$ cat src/rtl/prog_seq.sv
// prog_seq: program sequencer for the instruction ROM.
// Tracks IDLE/RUN/DONE, steps the program counter, and applies forward or
// backward branches by an unsigned offset with modulo-2^PA wrap-around.
// Optional feature: define PROG_SEQ_CYCLE_COUNT_EN to add the CycleCount
// output, which counts RUN cycles since the last accepted Start.
module prog_seq #(
  parameter int unsigned W  = 8,
  parameter int unsigned PA = 10
) (
  input  logic          Clk,
  input  logic          Reset,
  input  logic          Start,
  input  logic [PA-1:0] StartAddr,
  input  logic          BranchUp,
  input  logic          BranchDown,
  input  logic [W-1:0]  PCTarget,
  input  logic          Ack,
  output logic [PA-1:0] ProgCtr,
  output logic          Running,
  output logic          Done
`ifdef PROG_SEQ_CYCLE_COUNT_EN
  ,
  output logic [15:0]   CycleCount
`endif
);

  typedef enum logic [1:0] {
    IDLE = 2'd0,
    RUN  = 2'd1,
    DONE = 2'd2
  } state_t;

  state_t        state_q;
  state_t        state_d;
  logic [PA-1:0] pc_d;
  logic [PA-1:0] offset;
  logic          start_accept;

  // Offset is zero-extended (or truncated) to the PC width; wrap is implicit.
  assign offset = PA'(PCTarget);

  // Next-state and next-PC selection; Ack outranks BranchDown outranks BranchUp.
  always_comb begin
    state_d      = state_q;
    pc_d         = ProgCtr;
    start_accept = 1'b0;
    case (state_q)
      IDLE, DONE: begin
        if (Start) begin
          start_accept = 1'b1;
          state_d      = RUN;
          pc_d         = StartAddr;
        end
      end
      RUN: begin
        if (Ack) begin
          state_d = DONE;
        end else if (BranchDown) begin
          pc_d = ProgCtr + offset;
        end else if (BranchUp) begin
          pc_d = ProgCtr - offset;
        end else begin
          pc_d = ProgCtr + PA'(1);
        end
      end
      default: begin
        state_d = IDLE;
        pc_d    = '0;
      end
    endcase
  end

  // State and program counter registers with synchronous reset.
  always_ff @(posedge Clk) begin
    if (Reset) begin
      state_q <= IDLE;
      ProgCtr <= '0;
    end else begin
      state_q <= state_d;
      ProgCtr <= pc_d;
    end
  end

  assign Running = (state_q == RUN);
  assign Done    = (state_q == DONE);

`ifdef PROG_SEQ_CYCLE_COUNT_EN
  logic [15:0] cnt_d;

  // Cycle counter: cleared on accepted Start, saturating increment in RUN.
  always_comb begin
    cnt_d = CycleCount;
    if (start_accept) begin
      cnt_d = '0;
    end else if (state_q == RUN && CycleCount != 16'hFFFF) begin
      cnt_d = CycleCount + 16'd1;
    end
  end

  // Cycle counter register.
  always_ff @(posedge Clk) begin
    if (Reset) begin
      CycleCount <= '0;
    end else begin
      CycleCount <= cnt_d;
    end
  end
`endif

endmodule

$ cat config.mk
export PLATFORM = sky130hd
export DESIGN_NAME = prog_seq
export DESIGN_NICKNAME = d
export VERILOG_FILES = /design/src/rtl/prog_seq.sv
export SDC_FILE = /design/constraint.sdc
export NUM_CORES = 1
export LEC_CHECK = 0
export CAP_MARGIN = 20
export CORE_MARGIN = 3
export CORE_UTILIZATION = 40
export CTS_BUF_LIST = sky130_fd_sc_hd__clkbuf_8
export CTS_CLUSTER_SIZE = 40
export DETAILED_ROUTE_END_ITERATION = 8
export PLACE_DENSITY_LB_ADDON = 0.1
export SLEW_MARGIN = 25
export SYNTH_ARGS = -nofsm -noshare
export SYNTH_HDL_FRONTEND = slang
export SYNTH_SLANG_ARGS = --single-unit
$ cat constraint.sdc
create_clock -name Clk -period 4.1 [get_ports Clk]
set_input_delay 0.82 -clock Clk [delete_from_list [all_inputs] [get_ports Clk]]
set_output_delay 0.82 -clock Clk [all_outputs]
set_load 0.005 [all_outputs]
; Word-level counts from Yosys, hierarchy flattened
; Cells that the tools add are included.
[op_classes]
add_sub_neg = 3
multipliers = 0
div = 0
order_cmp = 0
n_eq_ne = 5
n_shift = 0
mux = 8
bitwise = 0
reduce_logical = 4
[op_table]
columns = op, count
row1 = 2-to-1 mux 10 bit, 4
row2 = case mux 10 bit (2 select lines), 1
row3 = adder 10 x 1 -> 10 bit (second input constant), 1
row4 = adder 10 x 8 -> 10 bit, 1
row5 = subtractor 10 x 8 -> 10 bit, 1
row6 = != test 2 bit (second input constant), 3
row7 = 2-to-1 mux 2 bit, 2
row8 = case mux 2 bit (2 select lines), 1
row9 = AND reduction 2 bit, 2
row10 = equality test 2 x 1 -> 1 bit (second input constant), 1
row11 = equality test 2 bit (second input constant), 1
row12 = zero test 2 bit, 1
row13 = OR reduction 2 bit, 1
[word_totals]
reg_bits = 12
latch_bits = 0
ram_bits = 0
romBits = 0
out_inout_bits = 12
word_cells = 22
memories = 0

; Longest topological paths before layout
[logic_depth]
ltp_word = 5
depth_mapped = 13
mapped_depth_nobuf = 12

; Worst setup path after synthesis
; No wires, ideal clock.
[synth_path]
path_type = input-to-reg
startpoint = input PCTarget[4]
endpoint = register ProgCtr[9]
setup_ps = 74
t_arrival_ps = 3132
required_ps = 4026
path_slack_ps = 894
cell_stages = 10
n_path_buf = 0
path_cell_list = or3_4 nor3_1 mux2_2 a22o_1 ha_1 a21o_1 a21oi_1 o21ai_0 or3_1 a31oi_1
[synth_via]
elab_chain_len = 5
word_cells_on_any_way = 6
[synth_rtl]
columns = element, line
row1 = start: declaration, 16  ; input logic [W-1:0] PCTarget,
row2 = subtractor 10 x 8 -> 10 bit, 61  ; pc_d = ProgCtr - offset;
row3 = 2-to-1 mux 10 bit, 60  ; end else if (BranchUp) begin
row4 = 2-to-1 mux 10 bit *, 58  ; end else if (BranchDown) begin
row5 = 2-to-1 mux 10 bit *, 56  ; if (Ack) begin
row6 = case mux 10 bit (2 select lines) *, 47  ; case (state_q)
row7 = end signal: assignment, 80  ; ProgCtr <= pc_d;
row8 = end: declaration, 18  ; output logic [PA-1:0] ProgCtr,
; Every way passes the cells marked *; elsewhere a longest branch is shown, timed or not. The select of a mux whose other input is x is not followed.
; A chain may end at the register's enable or synchronous reset.

; Final worst setup path
[layout_path]
startpoint = input PCTarget[3]
endpoint = register ProgCtr[9]
; The elaborated chain is that of the path after synthesis.

==> results.cfg <==
[status]
outcome = completed

[clock_tree]
clkTransAtPathRegs_ns = 0.06
cts_resized = 0
ctsLongestPathBuffers = 2
insertion_delay_ns = 0.25
numCtsBuffers = 3
post_cts_buffers = 0
htree_num_levels = 1
holdBufCountCts = 0
cts-root-buf = clkbuf_8
cts_tree = built
clock_sinks = 12

[power_and_ir_drop]
p_leak_nw = 0.6595
peakVddDrop_v = 0.0002601
power_uw = 467.3
p_per_area_mw_per_mm2 = 291.1

[timing]
max_freq_mhz = 276.7
finalSetupTns_ns = 0
period_share = 0.8814
hold_viol_final = 0
drv_slew = 0
timing.slew.headroom = 0.3494
finClkSkew_ns = 0.0005727
fin_crit_ns = 3.614
rsz0062_at_grt = false
tightest_slew_ns = 0.9759
setup_viol = 0

[layout]
regArea_sq_um = 240.2
n_antenna_cell = 0
drive_gt1_frac = 0.05376
fin_nets = 222
final_common_cell = clkdlybuf4s50_1
layout_common_cells = clkdlybuf4s50_1, nor2_1, a21oi_1
multi_input_area_sq_um = 890.9
syn_to_final_growth_pct = 36.20
num-fill-cells = 272
final_core_util = 0.5771
finalNonFillerCells = 217

[routing]
wirelength_um = 3350
remaining_drc_errors = 0
drt_iter0_drc = 80
first_pass_iters = 4
viasPerCell = 5.912
detail-route-antenna-nets = 0
route.vias.total = 1283
routedWlPerCell_um = 15.44

[floorplan]
dieArea_sq_mm = 0.003634
core_sq_mm = 0.002781
pin_count = 36
die_h_um = 60.28
initial_core_util = 0.4238
die_w_um = 60.28
std_cell_rows = 19

[place]
dpl.cell_count = 213
gp_congestion = 0.8521
dp_hpwl_um = 2548
io_buffers = 35

[critical_path]
crit_path_max_fanout = 5
crit_arrival_ns = 3.79
crit_required_ns = 4.28
worstSetupStartpointType = input pin
crit_type = in2reg
endpoint_kind = flop

[logic_synthesis]
ys_seq_elements = 12
yosysUniqueCellTypes = 42
ys_seq_area_frac = 0.2038
synth_warnings = 0
netlist_area_sq_mm = 0.001179
synth_nets = 186
ys.flop_type = dfxtp_1
avgSynthCellArea_sq_um = 7.805
async_flop_share = 0
synth-edff-count = 0
postSynthCellCount = 151

[job]
cap_violations = 0

[grt]
antenna_found_initial = 0
grt_pass1_wl_um = 5540
grt_pass1_vias = 1259
grt_max_degree = 14
grt-ovfl-total = 0
grt_use_total = 0.2028

[hold_path]
hold_path.class = reg2reg
cells in the mapped netlist (all sizes together), types with 3 or more instances:
cell | n | share of area
a21o | 5 | 0.032
a21oi | 13 | 0.055
a221oi | 8 | 0.059
a22o | 3 | 0.022
a31oi | 3 | 0.016
buf | 4 | 0.018
dfxtp | 12 | 0.20
ha | 10 | 0.11
inv | 5 | 0.016
nand2 | 6 | 0.019
nand2b | 5 | 0.027
nor2 | 15 | 0.048
nor2b | 5 | 0.027
nor3 | 12 | 0.051
o21ai | 12 | 0.051
or3 | 5 | 0.031
xor2 | 3 | 0.022
worst max-delay path, cell delays in order:
cell,delay [ns]
clkdlybuf4s50_1,0.49
or3_4,0.43
nor3_1,0.16
mux2_2,0.35
a22o_1,0.19
ha_1,0.34
a21o_1,0.20
a21oi_1,0.20
o21ai_0,0.14
or3_1,0.32
a31oi_1,0.15
sequential cells by signal, summed over array words and instances, names as in the netlist:
signal	cells
ProgCtr	10
state_q	2
final timing paths:
| check | startpoint | end | slack (ns) | cells past startpoint |
|---|---|---|---|---|
| worst max register to register | state_q[0] | ProgCtr[9] | 1.80 | 6 |
| worst max-delay path | PCTarget[3] | ProgCtr[9] | 0.49 | 11 |
| worst min-delay path | ProgCtr[0] | ProgCtr[0] | 0.52 | 2 |
| worst min register to register | ProgCtr[0] | ProgCtr[0] | 0.52 | 2 |
final cells by class:
cell class	instances	share of cell area
well taps	31	0.02416
multi-input cells	128	0.5549
flip-flops and latches	12	0.1496
inverters	6	0.01403
repair buffers	36	0.2229
clock buffers	4	0.03429
per-layer routing:
metal / GRT usage / routed length [um]
met1: 0.2635 / 1557
met2: 0.3426 / 1572
met3: 0.02160 / 164
met4: 0.07278 / 56
met5: 0 / 0
kinds of logic (layout without fill, tap and decap cells):
| family | count (synthesis) | count (layout) | share of synthesized area |
|---|---|---|---|
| DFF | 12 | 12 | 0.2038 |
| muxes | 3 | 3 | 0.02760 |
| buffers and inverters | 11 | 46 | 0.04033 |
| adders and majority gates | 11 | 11 | 0.1231 |
| and+or+nand+nor | 54 | 54 | 0.2378 |
| xor gates and xnor gates | 5 | 5 | 0.03716 |
| AOI/OAI and AO/OA | 55 | 55 | 0.3302 |
stage by stage:
| stage | worst slack (ns) | hold WS [ns] | instance area [sq um] |
|---|---|---|---|
| global route | 0.2998 | 0.5437 | 1605 |
| CTS | 0.4963 | 0.5210 | 1605 |
| global placement | 0.2913 | 0.5035 | 1550 |
| finish | 0.4861 | 0.5179 | 1605 |
| floorplan | 0.8938 | 0.5001 | 1179 |
| detailed placement | 0.2486 | 0.5109 | 1550 |
report_power, final:
group	switching, mW	leakage, nW	internal [mW]
Sequential	0.0108	0.0995	0.129
Combinational	0.0934	0.531	0.0981
Clock	0.0510	0.0288	0.0852
Total	0.155	0.660	0.312
(Power assumes the default switching activity.)
==> RTL change 1 (config.mk and constraints unchanged) <==
Add a define of `PROG_SEQ_CYCLE_COUNT_EN`.
--- a/src/rtl/prog_seq.sv
+++ b/src/rtl/prog_seq.sv
@@ -5,2 +5,4 @@
 // output, which counts RUN cycles since the last accepted Start.
+`define PROG_SEQ_CYCLE_COUNT_EN
+
 module prog_seq #(
Formal check against the unedited RTL (old outputs only; new: CycleCount): equivalent (Yosys induction, for registers that start in step).
==> RTL change 1 against the original RTL <==
Routed wire length rose by 42%; die area rose by 55%; cell count rose by 53%; combinational power rose by 5%; clock skew rose by 0.0062 ns; worst setup slack got worse by 0.033 ns; design area rose by 58%; power rose by 55%; sequential share of layout area rose by 7.1 points; via count rose by 43%; sequential cell count rose by 16; count of clock-buffer cells in the layout fell by 1; global-route usage fell by 3.2 points; area after synthesis rose by 62%.
==> RTL change 1: results (changes against the original RTL) <==
power_and_ir_drop:
  ir_drop_mv: 0.151  # -42%
  power.internal_uw: 516  # +65%
  p_clk_uw: 225  # +65%
  power_uw: 724  # +55%
  p_seq_uw: 298  # +110%
synth:
  synthXorXnorAreaFrac: 0.0779  # +0.0408
  seq_area_frac_synth: 0.293  # +0.0896
  muxShareOfSynthArea: 0.0275  # -0.0000959
  synth_nets: 269  # +45%
  syn_avg_cell_area_sq_um: 8.24  # +5.5%
  synth_compound_area_frac: 0.227  # -0.104
  synth_area_leaders: "dfxtp_1 29%, ha_1 7.9%, nor2_1 6.3%, xor2_1 5.0%, a21oi_1 5.0%"
  ys_types: 52  # +24%
  synthAdderAreaFrac: 0.0891  # -0.0341
global_route:
  grt_usage: 0.171  # -0.0316
  grt_pass1_wl_mm: 7.53  # +36%
  grt_pass1_vias: 1604  # +27%
  grt_max_degree: 17  # +3
route:
  route.met3.wl_microns: 210  # +28%
  finalWirelength_mm: 4.77  # +42%
  wl_met2_mm: 1.98  # +26%
  vias: 1830  # +43%
  m1WireLength_mm: 2.55  # +64%
  drtIter0Drc: 72  # -10%
  drt_pass1_iterations: 5  # +1
  highest-signal-layer: "met4"
  routedWlPerCell_microns: 14.3  # -7.2%
placement:
  post-dp-hpwl_mm: 3.52  # +38%
  portBuffers: 51  # +46%
  gp_congestion: 0.824  # -3.3%
layout:
  top_regs: "CycleCount x16, ProgCtr x10, state_q x2"
  drive_above_1_share: 0.0676  # +0.0139
  fillers: 425  # +56%
  layout.nets: 319  # +44%
worst_setup_path:
  critical_path_peak_fanout: 7  # +2
  crit_arrival_ns: 3.85  # +0.06 ns
  cpPeakStageDelay_ns: 0.59  # +0.10 ns
timing:
  tightest_slew_ns: 0.645  # -0.331 ns
  skew_ns: 0.00674  # +0.00617 ns
cts:
  cts_root_buf: "clkbuf_8"
  cts.clk_slew.worst_paths_ns: 0.11  # +0.05 ns
status:
  status: "finished clean"
RTL change 1: path summary, 6_finish.rpt:
kind / start / endpoint / slack (ns) / cells after the start
worst max-delay path: BranchUp / ProgCtr[9]$_SDFFE_PP0P_ / 0.45 / 14
worst min-delay path: ProgCtr[7]$_SDFFE_PP0P_ / ProgCtr[7]$_SDFFE_PP0P_ / 0.52 / 2
worst max register to register: ProgCtr[0]$_SDFFE_PP0P_ / ProgCtr[6]$_SDFFE_PP0P_ / 1.97 / 8
worst min register to register: ProgCtr[7]$_SDFFE_PP0P_ / ProgCtr[7]$_SDFFE_PP0P_ / 0.52 / 2
RTL change 1: kinds of logic (layout without fill, tap and decap cells):
family,count (synthesis),after routing
simple gates,98,98
compound gates,62,62
flops,28,28
xor+xnor,17,17
fa+ha+maj,13,13
buf+inv,9,58
mux,5,5
RTL change 1: worst max-delay path: cells and delay by family:
family | cells | cell delay, ns
AOI/OAI and AO/OA | 6 | 1.06
adders and majority gates | 2 | 0.55
buffers and inverters | 2 | 0.72
and+or+nand+nor | 4 | 0.69
RTL change 1: metal layers:
metal  up-vias  track usage
li1        955            -
met1       838        0.267
met2        35        0.240
met3         2       0.0240
met4         0       0.0514
met5         -            0
RTL change 1: final cells by class:
class                      count  area (sq um)  area share
sequential                    28           561       0.221
inverter                       3          16.3     0.00640
tap                           52          65.1      0.0256
clock inverter                 1          30.0      0.0118
clock buffer                   3          41.3      0.0163
multi-input combinational    195          1320       0.518
timing repair buffer          51           510       0.201
RTL change 1: per-stage QoR:
step                      setup WS [ns]  cell area [sq um]
final                             0.454               2540
after global routing              0.133               2540
after CTS                         0.310               2530
after detailed placement         0.0181               2460
after global placement            0.117               2460
after floorplan                   0.971               1910
==> RTL change 2 (same settings) <==
Without the edit above. Add an input register stage for `PCTarget`, cleared by the reset; this delays it by one clock. The other inputs are not delayed to match.
--- a/src/rtl/prog_seq.sv
+++ b/src/rtl/prog_seq.sv
@@ -32,2 +32,12 @@
 
+  logic [W-1:0] PCTarget_q;
+
+  always_ff @(posedge Clk) begin
+    if (Reset) begin
+      PCTarget_q <= '0;
+    end else begin
+      PCTarget_q <= PCTarget;
+    end
+  end
+
   state_t        state_q;
@@ -39,3 +49,3 @@
   // Offset is zero-extended (or truncated) to the PC width; wrap is implicit.
-  assign offset = PA'(PCTarget);
+  assign offset = PA'(PCTarget_q);
 
Check against the original RTL: not equivalent (a bounded check fails within 4 cycles, from zero or initial values and one cycle with Reset high).
==> RTL change 2 against the original RTL <==
Power is 23% higher; sequential cell count rose by 8; routed wire length increased by 6.2%; register-to-register slack got worse by 0.45 ns; design area up 14%; sequential share of layout area rose by 6.9 points; worst setup slack worse by 0.071 ns; via count increased by 6.5%; area after synthesis is 18% higher; critical endpoint is now ProgCtr[8]$_SDFFE_PP0P_; largest cell class unchanged.
==> RTL change 2: results (changes against the original RTL) <==
worst_hold_path:
  hold_path.class: "reg2reg"
worst_setup_path:
  r2r_cells: 9  # +3
  crit_family: "compound AO/OA/AOI/OAI gates"
  cpPeakStageDelay_ns: 0.59  # +0.10 ns
  critical_path_peak_fanout: 7  # +2
  crit_arrival_ns: 3.83  # +0.04 ns
  r2r_end: "ProgCtr[8]$_SDFFE_PP0P_"
  crit_start: "BranchUp"
  reg2reg_slack_ns: 1.35  # -0.45 ns
  r2r-start: "PCTarget_q[1]$_SDFF_PP0_"
timing:
  skew_ns: 0.00247  # +0.00190 ns
  tightest_slew_ns: 0.858  # -0.118 ns
  finalCriticalPeriod_ns: 3.68  # +0.0710 ns
route:
  finalWirelength_mm: 3.56  # +6.2%
  drt_pass1_iterations: 4  # unchanged
  via_per_inst: 5.56  # -6.0%
  drtIter0Drc: 70  # -13%
cts:
  cts.clk_slew.worst_paths_ns: 0.08  # +0.02 ns
  cts_root_buf: "clkbuf_8"
synth:
  synth_area_leaders: "dfxtp_1 29%, ha_1 9.0%, a211oi_1 5.9%, nor2_1 5.1%, nor2b_1 4.9%"
  synth_commonest_cells: "20 x dfxtp_1, 19 x nor2_1, 11 x a211oi_1, 11 x nor2b_1"
  async_flop_share: 0  # unchanged
  ys_types: 45  # +7.1%
  synth_nets: 203  # +9.1%
  seq_area_frac_synth: 0.287  # +0.0832
placement:
  dp_slack_ns: 0.181  # -0.0674 ns
  post-dp-hpwl_mm: 2.71  # +6.3%
  gp_congestion: 0.836  # -1.9%
global_route:
  grt_usage: 0.183  # -0.0202
  grt_pass1_vias: 1336  # +6.1%
  gr-usage-met1: 0.229  # -0.0344
  met2_usage: 0.303  # -0.0399
  grt_pass1_wl_mm: 6.02  # +8.6%
  grt_max_degree: 24  # +10
  grt.met3_usage: 0.0381  # +0.0165
layout:
  fillers: 319  # +17%
  top_regs: "ProgCtr x10, PCTarget_q x8, state_q x2"
  layout.nets: 238  # +7.2%
  drive_above_1_share: 0.0545  # +0.000692
power_and_ir_drop:
  ir_drop_mv: 0.127  # -51%
  power_leakage_uw: 0.000745  # +13%
status:
  status: "finished clean"
## RTL change 2: metal layers
layer / share of wire / wire length (microns)
met5: 0 / 0
met4: 0.0073 / 26
met3: 0.040 / 144
met2: 0.48 / 1710
met1: 0.47 / 1670
## RTL change 2: worst min path at each step
stage | startpoint | slack, ns | cells past startpoint | end
2_1_floorplan | ProgCtr[3]$_SDFFE_PP0P_ | 0.51 | 2 | ProgCtr[3]$_SDFFE_PP0P_
3_3_place_gp | ProgCtr[0]$_SDFFE_PP0P_ | 0.50 | 2 | ProgCtr[0]$_SDFFE_PP0P_
3_5_place_dp | ProgCtr[5]$_SDFFE_PP0P_ | 0.51 | 2 | ProgCtr[5]$_SDFFE_PP0P_
4_1_cts | ProgCtr[5]$_SDFFE_PP0P_ | 0.53 | 2 | ProgCtr[5]$_SDFFE_PP0P_
5_1_grt | ProgCtr[5]$_SDFFE_PP0P_ | 0.56 | 2 | ProgCtr[5]$_SDFFE_PP0P_
6_report | ProgCtr[3]$_SDFFE_PP0P_ | 0.52 | 2 | ProgCtr[3]$_SDFFE_PP0P_
## RTL change 2: power breakdown
part	total [uW]	switching, uW	internal [uW]
sequential	227	16.8	210
combinational	193	93.1	99.7
clock	154	68.2	85.6
total	574	178	396
## RTL change 2: through the flow
stage | hold slack [ns] | total power [uW] | utilization | area, sq um | cells
floorplan | 0.508 | 350 | - | 1400 | 168
global placement | 0.505 | 417 | 0.558 | 1770 | 242
detailed placement | 0.515 | 423 | 0.558 | 1770 | 242
CTS | 0.530 | 578 | 0.575 | 1830 | 246
global route | 0.555 | 615 | 0.575 | 1830 | 246
finish | 0.524 | 574 | 0.575 | 1830 | 246
## RTL change 2: cell type report
type	count	area share
Inverter	5	0.0116
Clock buffer	4	0.0301
Timing Repair Buffer	35	0.192
Tap cell	44	0.0301
Multi-Input combinational cell	138	0.517
Sequential cell	20	0.219
## RTL change 2: cell families after synthesis
logic type,after synthesis,share of synthesized area
and+or+nand+nor,62,0.238
AOI/OAI and AO/OA,58,0.290
DFF,20,0.287
adders and majority gates,11,0.104
buffers and inverters,10,0.0350
xor gates and xnor gates,5,0.0314
muxes,2,0.0152
## RTL change 2: worst min-delay path, cell delays in order, from the launching register on
cell and delay, ns:
dfxtp_1 0.33, nor2_1 0.10, a311oi_1 0.05
